--- src/rtl/octave_sched.sv ---
// Octave-change controller: debounced-by-holdoff button edges drive a saturating
// target octave, committed to the divider via req/ack only while no note sounds.

module octave_sched_btn (
   input  logic clk,
   input  logic nrst,
   input  logic raw,
   output logic edge_det
);
   logic [1:0] sync;
   logic       prev;

   always_ff @(posedge clk) begin
      if (!nrst) begin
         sync <= 2'b00;
         prev <= 1'b0;
      end else begin
         sync <= {sync[0], raw};
         prev <= sync[1];
      end
   end

   assign edge_det = sync[1] & ~prev;
endmodule

module octave_sched #(
   parameter  int NUM_OCT = 4,
   parameter  int HOLDOFF = 4,
   localparam int OCT_W   = (NUM_OCT > 1) ? $clog2(NUM_OCT) : 1
) (
   input  logic             clk,
   input  logic             nrst,
   input  logic             oct_up,
   input  logic             oct_down,
   input  logic             note_active,
   input  logic             upd_ack,
   output logic             upd_req,
   output logic [OCT_W-1:0] req_oct,
   output logic [OCT_W-1:0] oct_sel,
   output logic             pending
);
   localparam int               HO_W    = (HOLDOFF > 1) ? $clog2(HOLDOFF) : 1;
   localparam logic [HO_W-1:0]  HO_LOAD = HO_W'(HOLDOFF - 1);
   localparam logic [OCT_W-1:0] OCT_MAX = OCT_W'(NUM_OCT - 1);

   typedef enum logic [1:0] {IDLE, WAIT_NOTE, REQ} state_t;

   logic [1:0]       raw;
   logic [1:0]       edges;
   logic             up_edge, dn_edge, accept;
   logic [HO_W-1:0]  holdoff;
   logic [OCT_W-1:0] tgt;
   logic             tgt_diff;
   state_t           state, state_nxt;
   logic             load_req, commit;

   assign raw = {oct_down, oct_up};

   for (genvar b = 0; b < 2; b++) begin : g_btn
      octave_sched_btn u_btn (
         .clk      (clk),
         .nrst     (nrst),
         .raw      (raw[b]),
         .edge_det (edges[b])
      );
   end

   assign up_edge = edges[0];
   assign dn_edge = edges[1];
   // Simultaneous up+down cancels entirely and does not start a holdoff window
   assign accept  = (holdoff == '0) & (up_edge ^ dn_edge);

   always_ff @(posedge clk) begin
      if (!nrst) begin
         holdoff <= '0;
         tgt     <= '0;
      end else begin
         if (accept)
            holdoff <= HO_LOAD;
         else if (holdoff != '0)
            holdoff <= holdoff - 1'b1;

         if (accept) begin
            if (dn_edge && tgt != OCT_MAX)
               tgt <= tgt + 1'b1;
            else if (up_edge && tgt != '0)
               tgt <= tgt - 1'b1;
         end
      end
   end

   assign tgt_diff = (tgt != oct_sel);

   always_comb begin
      state_nxt = state;
      load_req  = 1'b0;
      commit    = 1'b0;
      case (state)
         IDLE: begin
            if (tgt_diff) begin
               if (note_active) begin
                  state_nxt = WAIT_NOTE;
               end else begin
                  state_nxt = REQ;
                  load_req  = 1'b1;
               end
            end
         end
         WAIT_NOTE: begin
            if (!tgt_diff) begin
               state_nxt = IDLE;
            end else if (!note_active) begin
               state_nxt = REQ;
               load_req  = 1'b1;
            end
         end
         REQ: begin
            // Presses here only move tgt; IDLE picks them up as a fresh request
            if (upd_ack) begin
               state_nxt = IDLE;
               commit    = 1'b1;
            end
         end
         default: state_nxt = IDLE;
      endcase
   end

   always_ff @(posedge clk) begin
      if (!nrst) begin
         state   <= IDLE;
         upd_req <= 1'b0;
         req_oct <= '0;
         oct_sel <= '0;
      end else begin
         state   <= state_nxt;
         upd_req <= (state_nxt == REQ);
         if (load_req)
            req_oct <= tgt;
         if (commit)
            oct_sel <= req_oct;
      end
   end

   assign pending = tgt_diff | (state != IDLE);
endmodule

--- config.mk ---
export PLATFORM = sky130hd
export DESIGN_NAME = octave_sched
export DESIGN_NICKNAME = d
export VERILOG_FILES = /design/src/rtl/octave_sched.sv
export SDC_FILE = /design/constraint.sdc
export NUM_CORES = 1
export LEC_CHECK = 0
export BUFFER_PORTS_ARGS = -buffer_cell sky130_fd_sc_hd__buf_2
export CAP_MARGIN = 10
export CORE_AREA = 4 4 44 46
export CTS_CLUSTER_DIAMETER = 120
export DETAILED_ROUTE_END_ITERATION = 16
export DIE_AREA = 0 0 48 50
export GPL_TIMING_DRIVEN = 0
export PLACE_DENSITY = 0.8
export SYNTH_ARGS = -nofsm -noshare
export SYNTH_HDL_FRONTEND = slang
export SYNTH_SLANG_ARGS = --single-unit
--- constraint.sdc ---
create_clock -name clk -period 1.2 [get_ports clk]
set_input_delay 0.12 -clock clk [delete_from_list [all_inputs] [get_ports clk]]
set_output_delay 0.12 -clock clk [all_outputs]
set_load 0.005 [all_outputs]
==> flow_metrics.py, run 1 <==
metrics = {
    "clock_network": {
        "clock_latency_ps": 280,
        "htreeDepth": 1,
        "cts_buffers": 3,
        "cts_root_buf": "clkbuf_4",
        "cts_tree": "built",
        "cts_hold_buf": 0,
        "cts_buffer_depth": 2,
        "cts_sinks": 17,
        "clk_pin_slew_ps": 100,
    },
    "timing": {
        "grt_setup_unrepaired": "yes",
        "setup_tns_ps": -46.3,
        "finalCriticalPeriod_ps": 1230,
        "slew_violations": 0,
        "fmax_mhz": 813,
        "clock_skew_ps": 3.18,
        "hold_viol": 0,
        "tightest_slew_ps": 348,
        "min_period_over_period_pct": 103,
        "max_slew_margin_pct": 76.8,
        "setup_viol": 2,
        "setup_ws_ps": -30.2,
        "whs_ps": 31.1,
    },
    "finish": {
        "antenna_cells": 0,
        "syn_to_final_growth_pct": 28.1,
        "final_util_pct": 59.5,
        "nFillCells": 131,
        "final_cells": 106,
        "num-nets-final": 98,
        "drive_gt1_share_pct": 43.3,
        "final_cell_mix": "buf_2 (11), dfxtp_1 (11), nand2_1 (7)",
    },
    "hold_path": {
        "min_path_type": "in2reg",
        "holdCritStartpoint": "oct_down",
        "holdPathStages": 2,
        "hold_end": "g_btn[1].u_btn.sync[0]$_SDFF_PN0_",
    },
    "power_and_ir_drop": {
        "power.share.clock_pct": 22.9,
        "p_sw_share_pct": 28.7,
        "power.switching_w": 0.000380,
        "p_int_w": 0.000944,
        "combinationalPowerShare_pct": 29.2,
        "p_leak_nw": 0.393,
        "irDropWorstVdd_mv": 0.724,
        "sequentialPowerShare_pct": 47.9,
        "power_density_nw_per_um2": 1480,
    },
    "grt": {
        "grt_pass1_wl_um": 2030,
        "grt_pass1_vias": 513,
        "grt_start_max_net_pins": 11,
        "antenna_found_initial": 0,
        "track_usage_pct": 12.1,
        "gr-total-overflow": 0,
    },
    "die": {
        "fp.dieH_um": 50,
        "rows": 14,
        "die_w_um": 48,
        "die-area_sq_um": 2400,
        "core_sq_um": 1510,
        "initial_core_util_pct": 46.4,
        "pin_count": 12,
    },
    "synthesis": {
        "syn-instance-count": 69,
        "yosysWarnings": 0,
        "ys_async_sr_fraction_pct": 0,
        "synth_edf_count": 0,
        "avgSynthCellArea_sq_um": 10.1,
        "yosys_register_bits": 17,
        "ys_top_cells_by_area": "dfxtp_1 (49%), mux2i_1 (7.2%), and2_1 (5.4%), nor2b_4 (3.9%), nand2_1 (3.8%)",
        "syn_area_sq_um": 699,
        "synth_flop_cell": "dfxtp_1",
        "yosysSeqAreaShare_pct": 48.7,
        "synth_cell_types": 27,
        "yosysTopAreaCellShare_pct": 48.7,
        "synth_nets": 76,
        "yosysTopAreaCell": "dfxtp_1",
    },
    "critical_path": {
        "cp.arrival_ps": 1110,
        "required_ps": 1080,
        "cp_max_fo": 3,
        "reg2reg_from": "g_btn[1].u_btn.sync[1]$_SDFF_PN0_",
        "critical_path_class": "reg2out",
        "cp-end-kind": "primary output",
        "reg2reg_to": "tgt[0]$_SDFFE_PN0P_",
        "rrSetupSlack_ps": -20,
        "critPathLaunchType": "flip-flop",
        "rr_worst_depth": 4,
    },
    "status": {
        "outcome": "finished with violations",
        "violations": "setup timing",
    },
    "route": {
        "firstDrtPassIters": 4,
        "wire_per_inst_um": 12.3,
        "routed_wl_um": 1300,
        "vias": 550,
        "drt-initial-drc-count": 7,
        "avgViaCountPerCell": 5.19,
        "drc": 0,
        "drtAntennaViolNets": 0,
    },
    "flow_run": {
        "cap_violations": 0,
    },
    "placement": {
        "port_buffers": 10,
        "dp.cells": 95,
        "pre_cts_ws_ps": -60.1,
        "dp_hpwl_um": 834,
        "gp_congestion": 0.678,
    },
}
power groups by stage:
| stage | Combinational (W) | Clock, W | Sequential [W] |
|---|---|---|---|
| after floorplan | 0.000196 | 0 | 0.000638 |
| after global placement | 0.000231 | 0 | 0.000641 |
| after detailed placement | 0.000244 | 0 | 0.000642 |
| after CTS | 0.000375 | 0.000312 | 0.000635 |
| after global routing | 0.000429 | 0.000344 | 0.000639 |
| final | 0.000387 | 0.000303 | 0.000635 |
through the flow:
stage          area [sq um]  power [W]
4_1_cts                 881    0.00132
2_1_floorplan           702   0.000834
5_1_grt                 896    0.00141
3_5_place_dp            772   0.000885
6_report                896    0.00132
3_3_place_gp            772   0.000872
cells by family after synthesis:
logic type	synth area share, %
buffers and inverters	2.86
AOI/OAI and AO/OA	10.9
muxes	7.16
xor gates and xnor gates	3.76
and+or+nand+nor	24.9
DFF	48.7
adders and majority gates	1.79
layer usage:
metal	track usage [%]	part of all wire [%]	up-vias	wire length (um)
met5	0	0	-	0
met4	7.17	1.9	0	25
met3	3.27	6.1	4	80
met2	18.1	48	18	631
met1	14.7	43	254	566
li1	-	-	274	-
critical path, cell delays in order, from the launching register on:
cell	delay [ps]
dfxtp_2	350
xor2_2	180
nor2_2	120
nand2_1	60
buf_2	120
worst max path at each step:
| stage | from | end | slack [ps] | cells past startpoint |
|---|---|---|---|---|
| finish | oct_sel[1]$_SDFFE_PN0P_ | pending | -30 | 4 |
| global route | oct_sel[1]$_SDFFE_PN0P_ | pending | -110 | 4 |
| CTS | tgt[1]$_SDFFE_PN0P_ | req_oct[1]$_SDFFE_PN0P_ | -40 | 5 |
| detailed placement | holdoff[0]$_SDFFE_PN0P_ | tgt[0]$_SDFFE_PN0P_ | -60 | 5 |
| global placement | holdoff[0]$_SDFFE_PN0P_ | tgt[0]$_SDFFE_PN0P_ | -10 | 5 |
| floorplan | holdoff[0]$_SDFFE_PN0P_ | tgt[0]$_SDFFE_PN0P_ | 20 | 5 |
state kept, by name, summed over array words and instances (netlist names):
register and cells:
g_btn.u_btn.sync 4, g_btn.u_btn.prev 2, holdoff 2, oct_sel 2
req_oct 2, state 2, tgt 2, upd_req 1
timing repair:
item | CTS | global route
buffers inserted | 6 | 1
endpoints found under the setup margin | 5 | 7
resized for setup | 14 | 1
pin swaps | 7 | 2
synthesized netlist by cell type, types with 2 or more instances:
| library cell | n |
|---|---|
| dfxtp_1 | 17 |
| nor2_1 | 4 |
| nor3_1 | 2 |
| and2_1 | 6 |
| nand2_1 | 7 |
| xor2_1 | 2 |
| nor2b_4 | 2 |
| o21ai_0 | 2 |
| mux2i_1 | 5 |
| inv_1 | 3 |
| o21a_1 | 3 |
cell type report:
cell class              count  area, sq um  share of cell area [%]
inverters                   3         11.3                    1.26
flip-flops and latches     17          353                    39.4
clock buffers               3         22.5                    2.51
clock inverters             1         5.00                   0.559
well taps                  16         20.0                    2.23
plain buffers               2         8.76                   0.978
repair buffers             17          106                    11.9
multi-input cells          47          369                    41.2
(Power assumes the default switching activity.)
==> run 2, diff against run 1 <==
--- a/config.mk
+++ b/config.mk
@@ -7,12 +7,13 @@
 export LEC_CHECK = 0
 export BUFFER_PORTS_ARGS = -buffer_cell sky130_fd_sc_hd__buf_2
 export CAP_MARGIN = 10
-export CORE_AREA = 4 4 44 46
+export CORE_AREA = 4 4 47 49
+export CTS_BUF_LIST = sky130_fd_sc_hd__clkbuf_16
 export CTS_CLUSTER_DIAMETER = 120
 export DETAILED_ROUTE_END_ITERATION = 16
-export DIE_AREA = 0 0 48 50
+export DIE_AREA = 0 0 51 53
 export GPL_TIMING_DRIVEN = 0
-export PLACE_DENSITY = 0.8
+export PLACE_DENSITY = 0.72
 export SYNTH_ARGS = -nofsm -noshare
 export SYNTH_HDL_FRONTEND = slang
 export SYNTH_SLANG_ARGS = --single-unit
==> flow_metrics.py, run 2 (synthesized netlist as in run 1, its figures left out) <==
metrics = {
    "timing": {
        "hold_viol": 0,
        "setup_tns_ps": -35.3,
        "slew_violations": 0,
        "grt_setup_unrepaired": "yes",
        "setup_viol": 2,
        "finalCriticalPeriod_ps": 1220,
        "fmax_mhz": 821,
        "min_period_over_period_pct": 101,
        "setup_ws_ps": -18.0,
        "tightest_slew_ps": 357,
        "max_slew_margin_pct": 76.2,
        "clock_skew_ps": 4.29,
    },
    "finish": {
        "largest_register_ffs": 4,
        "mostFrequentLayoutCell": "buf_2",
        "drive_gt1_share_pct": 43.8,
        "syn_to_final_growth_pct": 37.4,
        "register_area_sq_um": 354,
        "final_cell_mix": "buf_2 (11), dfxtp_1 (10), nand2_1 (7)",
        "antenna_cells": 0,
        "nFillCells": 185,
        "multi_input_area_sq_um": 379,
        "top_register": "g_btn.u_btn.sync",
        "final_util_pct": 51.6,
        "final_cells": 116,
        "num-nets-final": 97,
    },
    "placement": {
        "gp_congestion": 0.671,
        "port_buffers": 10,
        "dp_hpwl_um": 874,
        "pre_cts_ws_ps": -37.0,
        "dp.cells": 106,
    },
    "route": {
        "drtAntennaViolNets": 0,
        "avgViaCountPerCell": 4.79,
        "vias": 556,
        "drt-initial-drc-count": 4,
        "wire_per_inst_um": 11.4,
        "firstDrtPassIters": 3,
        "routed_wl_um": 1320,
        "drc": 0,
    },
    "critical_path": {
        "cp.arrival_ps": 1100,
        "cp_max_fo": 3,
        "critical_path_class": "reg2out",
        "critPathLaunchType": "flip-flop",
        "required_ps": 1080,
        "cp-end-kind": "primary output",
    },
    "grt": {
        "antenna_found_initial": 0,
        "gr-total-overflow": 0,
        "grt_pass1_wl_um": 2210,
        "track_usage_pct": 11.8,
        "grt_start_max_net_pins": 11,
        "grt_pass1_vias": 523,
    },
    "clock_network": {
        "cts_root_buf": "clkbuf_16",
        "cts_buffer_depth": 2,
        "htreeDepth": 1,
        "cts_tree": "built",
        "clk_pin_slew_ps": 50,
        "cts_sinks": 17,
        "clock_latency_ps": 250,
        "cts_buffers": 3,
    },
    "die": {
        "die-area_sq_um": 2700,
        "initial_core_util_pct": 37.6,
        "pin_count": 12,
        "core_sq_um": 1860,
        "fp.dieH_um": 53,
        "rows": 16,
        "die_w_um": 51,
    },
    "power_and_ir_drop": {
        "p_leak_nw": 0.413,
        "irDropWorstVdd_mv": 1.10,
        "power_density_nw_per_um2": 1700,
    },
    "hold_path": {
        "min_path_type": "in2reg",
    },
    "status": {
        "violations": "setup timing",
        "outcome": "finished with violations",
    },
    "flow_run": {
        "cap_violations": 0,
    },
}
run 2: worst max-delay path, cell delays in order, from the launching register on:
cell	delay, ps
dfxtp_2	330
xor2_2	180
nor2_4	150
nand2_1	60
buf_2	120
run 2: final timing paths:
check | cells after the start | end | slack, ps | startpoint
setup / recovery | 4 | pending | -20 | oct_sel[1]$_SDFFE_PN0P_
hold / removal | 2 | g_btn[0].u_btn.sync[0]$_SDFF_PN0_ | 80 | oct_up
setup reg to reg | 5 | tgt[0]$_SDFFE_PN0P_ | -20 | holdoff[1]$_SDFFE_PN0P_
hold reg to reg | 1 | g_btn[1].u_btn.sync[1]$_SDFF_PN0_ | 430 | g_btn[1].u_btn.sync[0]$_SDFF_PN0_
run 2: timing repair:
action,4_1_cts,5_1_grt
hold buffers,0,0
setup buffers,3,3
gates resized for setup,5,12
pin swaps,3,7
setup endpoints to repair,3,6
run 2: cell type report:
cell class,instances,area share (%)
clock inverter,1,0.391
inverter,3,1.17
timing repair buffer,16,9.90
buffer,2,0.911
clock buffer,3,7.81
sequential,17,36.8
multi-input combinational,47,39.5
tap,27,3.52
run 2: metal layers:
| layer | routed length, um | up-vias | GRT usage (%) |
|---|---|---|---|
| met2 | 678 | 13 | 19.3 |
| met3 | 75 | 4 | 5.07 |
| met4 | 42 | 0 | 9.42 |
| met5 | 0 | - | 0 |
| met1 | 525 | 267 | 11.7 |
| li1 | - | 272 | - |
run 2: where the power goes:
group	total (W)	internal [W]	switching [W]	leakage, nW
Sequential	0.000640	0.000617	0.0000225	0.142
Clock	0.000651	0.000442	0.000209	0.0423
Combinational	0.000339	0.000170	0.000168	0.228
run 2: through the flow:
stage / cell area [sq um] / power (W) / hold slack (ps)
finish: 961 / 0.00163 / 76.7
floorplan: 702 / 0.000834 / 238
CTS: 905 / 0.00162 / 74.9
global placement: 786 / 0.000873 / 328
detailed placement: 786 / 0.000891 / 331
global route: 961 / 0.00173 / 86.9
==> run 3, diff against run 2 <==
--- a/config.mk
+++ b/config.mk
@@ -14,6 +14,7 @@
 export DIE_AREA = 0 0 51 53
 export GPL_TIMING_DRIVEN = 0
 export PLACE_DENSITY = 0.72
+export RECOVER_POWER = 50
 export SYNTH_ARGS = -nofsm -noshare
 export SYNTH_HDL_FRONTEND = slang
 export SYNTH_SLANG_ARGS = --single-unit
==> flow_metrics.py, run 3 (synthesized netlist as in run 1, its figures left out) <==
metrics = {
    "grt": {
        "track_usage_pct": 11.8,
        "grt_pass1_wl_um": 2210,
        "grt_start_max_net_pins": 11,
        "antenna_found_initial": 0,
        "grt_pass1_vias": 523,
        "gr-total-overflow": 0,
    },
    "route": {
        "drt-initial-drc-count": 4,
        "drtAntennaViolNets": 0,
        "avgViaCountPerCell": 4.80,
        "drc": 0,
        "vias": 557,
        "routed_wl_um": 1320,
        "wire_per_inst_um": 11.4,
        "firstDrtPassIters": 3,
    },
    "timing": {
        "slew_violations": 0,
        "fmax_mhz": 821,
        "min_period_over_period_pct": 101,
        "hold_viol": 0,
        "finalCriticalPeriod_ps": 1220,
        "grt_setup_unrepaired": "yes",
        "setup_ws_ps": -18.0,
        "setup_viol": 2,
        "setup_tns_ps": -35.3,
        "clock_skew_ps": 4.35,
        "max_slew_margin_pct": 75.8,
        "tightest_slew_ps": 362,
    },
    "clock_network": {
        "cts_root_buf": "clkbuf_16",
        "cts_buffer_depth": 2,
        "cts_hold_buf": 0,
        "cts_tree": "built",
        "clk_pin_slew_ps": 50,
        "clock_latency_ps": 250,
        "cts_sinks": 17,
        "htreeDepth": 1,
        "cts_buffers": 3,
    },
    "placement": {
        "dp_hpwl_um": 874,
        "gp_congestion": 0.671,
        "pre_cts_ws_ps": -37.0,
        "port_buffers": 10,
    },
    "finish": {
        "antenna_cells": 0,
        "final_cell_mix": "dfxtp_1 (10), buf_2 (10), nand2_1 (7)",
        "syn_to_final_growth_pct": 37.2,
        "drive_gt1_share_pct": 42.7,
        "largest_register_ffs": 4,
        "top_register": "g_btn.u_btn.sync",
        "num-nets-final": 97,
    },
    "die": {
        "pin_count": 12,
        "fp.dieH_um": 53,
        "initial_core_util_pct": 37.6,
        "rows": 16,
        "die_w_um": 51,
        "die-area_sq_um": 2700,
        "core_sq_um": 1860,
    },
    "power_and_ir_drop": {
        "irDropWorstVdd_mv": 1.10,
        "power_w": 0.00163,
        "p_leak_nw": 0.407,
        "power_density_nw_per_um2": 1700,
    },
    "status": {
        "violations": "setup timing",
        "outcome": "finished with violations",
    },
    "critical_path": {
        "required_ps": 1080,
        "cp_max_fo": 3,
        "rrSetupSlack_ps": -20,
        "cp.arrival_ps": 1100,
        "critical_path_class": "reg2out",
        "cp-end-kind": "primary output",
        "critPathLaunchType": "flip-flop",
    },
    "flow_run": {
        "cap_violations": 0,
    },
    "hold_path": {
        "min_path_type": "in2reg",
    },
}
run 3: changes by cell type in the layout (fill, tap and decap cells not counted):
cell / delta
and2_1: -3
clkbuf_1: +1
and2_0: +3
buf_2: -1
run 3: worst max-delay path, cell delays in order, from the launching register on:
cell and delay (ps):
dfxtp_2 330, xor2_2 180, nor2_4 150, nand2_1 60, buf_2 120
run 3: what timing repair did:
| action | 4_1_cts | 5_1_grt |
|---|---|---|
| buffers inserted | 3 | 3 |
| pin swaps | 3 | 7 |
| gates resized for setup | 5 | 12 |
| setup endpoints to repair | 3 | 6 |
run 3: metal layers:
metal	vias up	global-route usage, %	wire [um]
met5	-	0	0
met4	0	9.42	42
met2	13	19.3	679
li1	272	-	-
met3	4	5.07	76
met1	268	11.7	525
run 3: layout make-up:
type | count | area (sq um)
fill | 186 | 902
multi-input combinational | 47 | 379
sequential | 17 | 354
timing repair buffer | 16 | 95.1
clock buffer | 3 | 75.1
tap | 27 | 33.8
inverter | 3 | 11.3
buffer | 2 | 7.51
clock inverter | 1 | 3.75
run 3: final timing paths:
path / depth (start not counted) / endpoint / from
setup / recovery: 4 / pending / oct_sel[1]$_SDFFE_PN0P_
hold / removal: 2 / g_btn[0].u_btn.sync[0]$_SDFF_PN0_ / oct_up
setup reg to reg: 5 / tgt[0]$_SDFFE_PN0P_ / holdoff[1]$_SDFFE_PN0P_
hold reg to reg: 1 / g_btn[1].u_btn.sync[1]$_SDFF_PN0_ / g_btn[1].u_btn.sync[0]$_SDFF_PN0_
run 3: power breakdown:
part	internal (W)	switching, W	leakage [nW]
logic	0.000170	0.000168	0.223
clock network	0.000442	0.000209	0.0423
registers	0.000617	0.0000225	0.142
total	0.00123	0.000400	0.407
run 3: stage by stage:
step	std cells	cell area (sq um)	hold slack [ps]	utilization, %
final	116	960	76.7	51.5
after global routing	116	960	86.9	51.5
after CTS	113	905	74.9	48.6
after detailed placement	106	786	331	42.2
after global placement	106	786	328	42.2
after floorplan	69	702	238	-
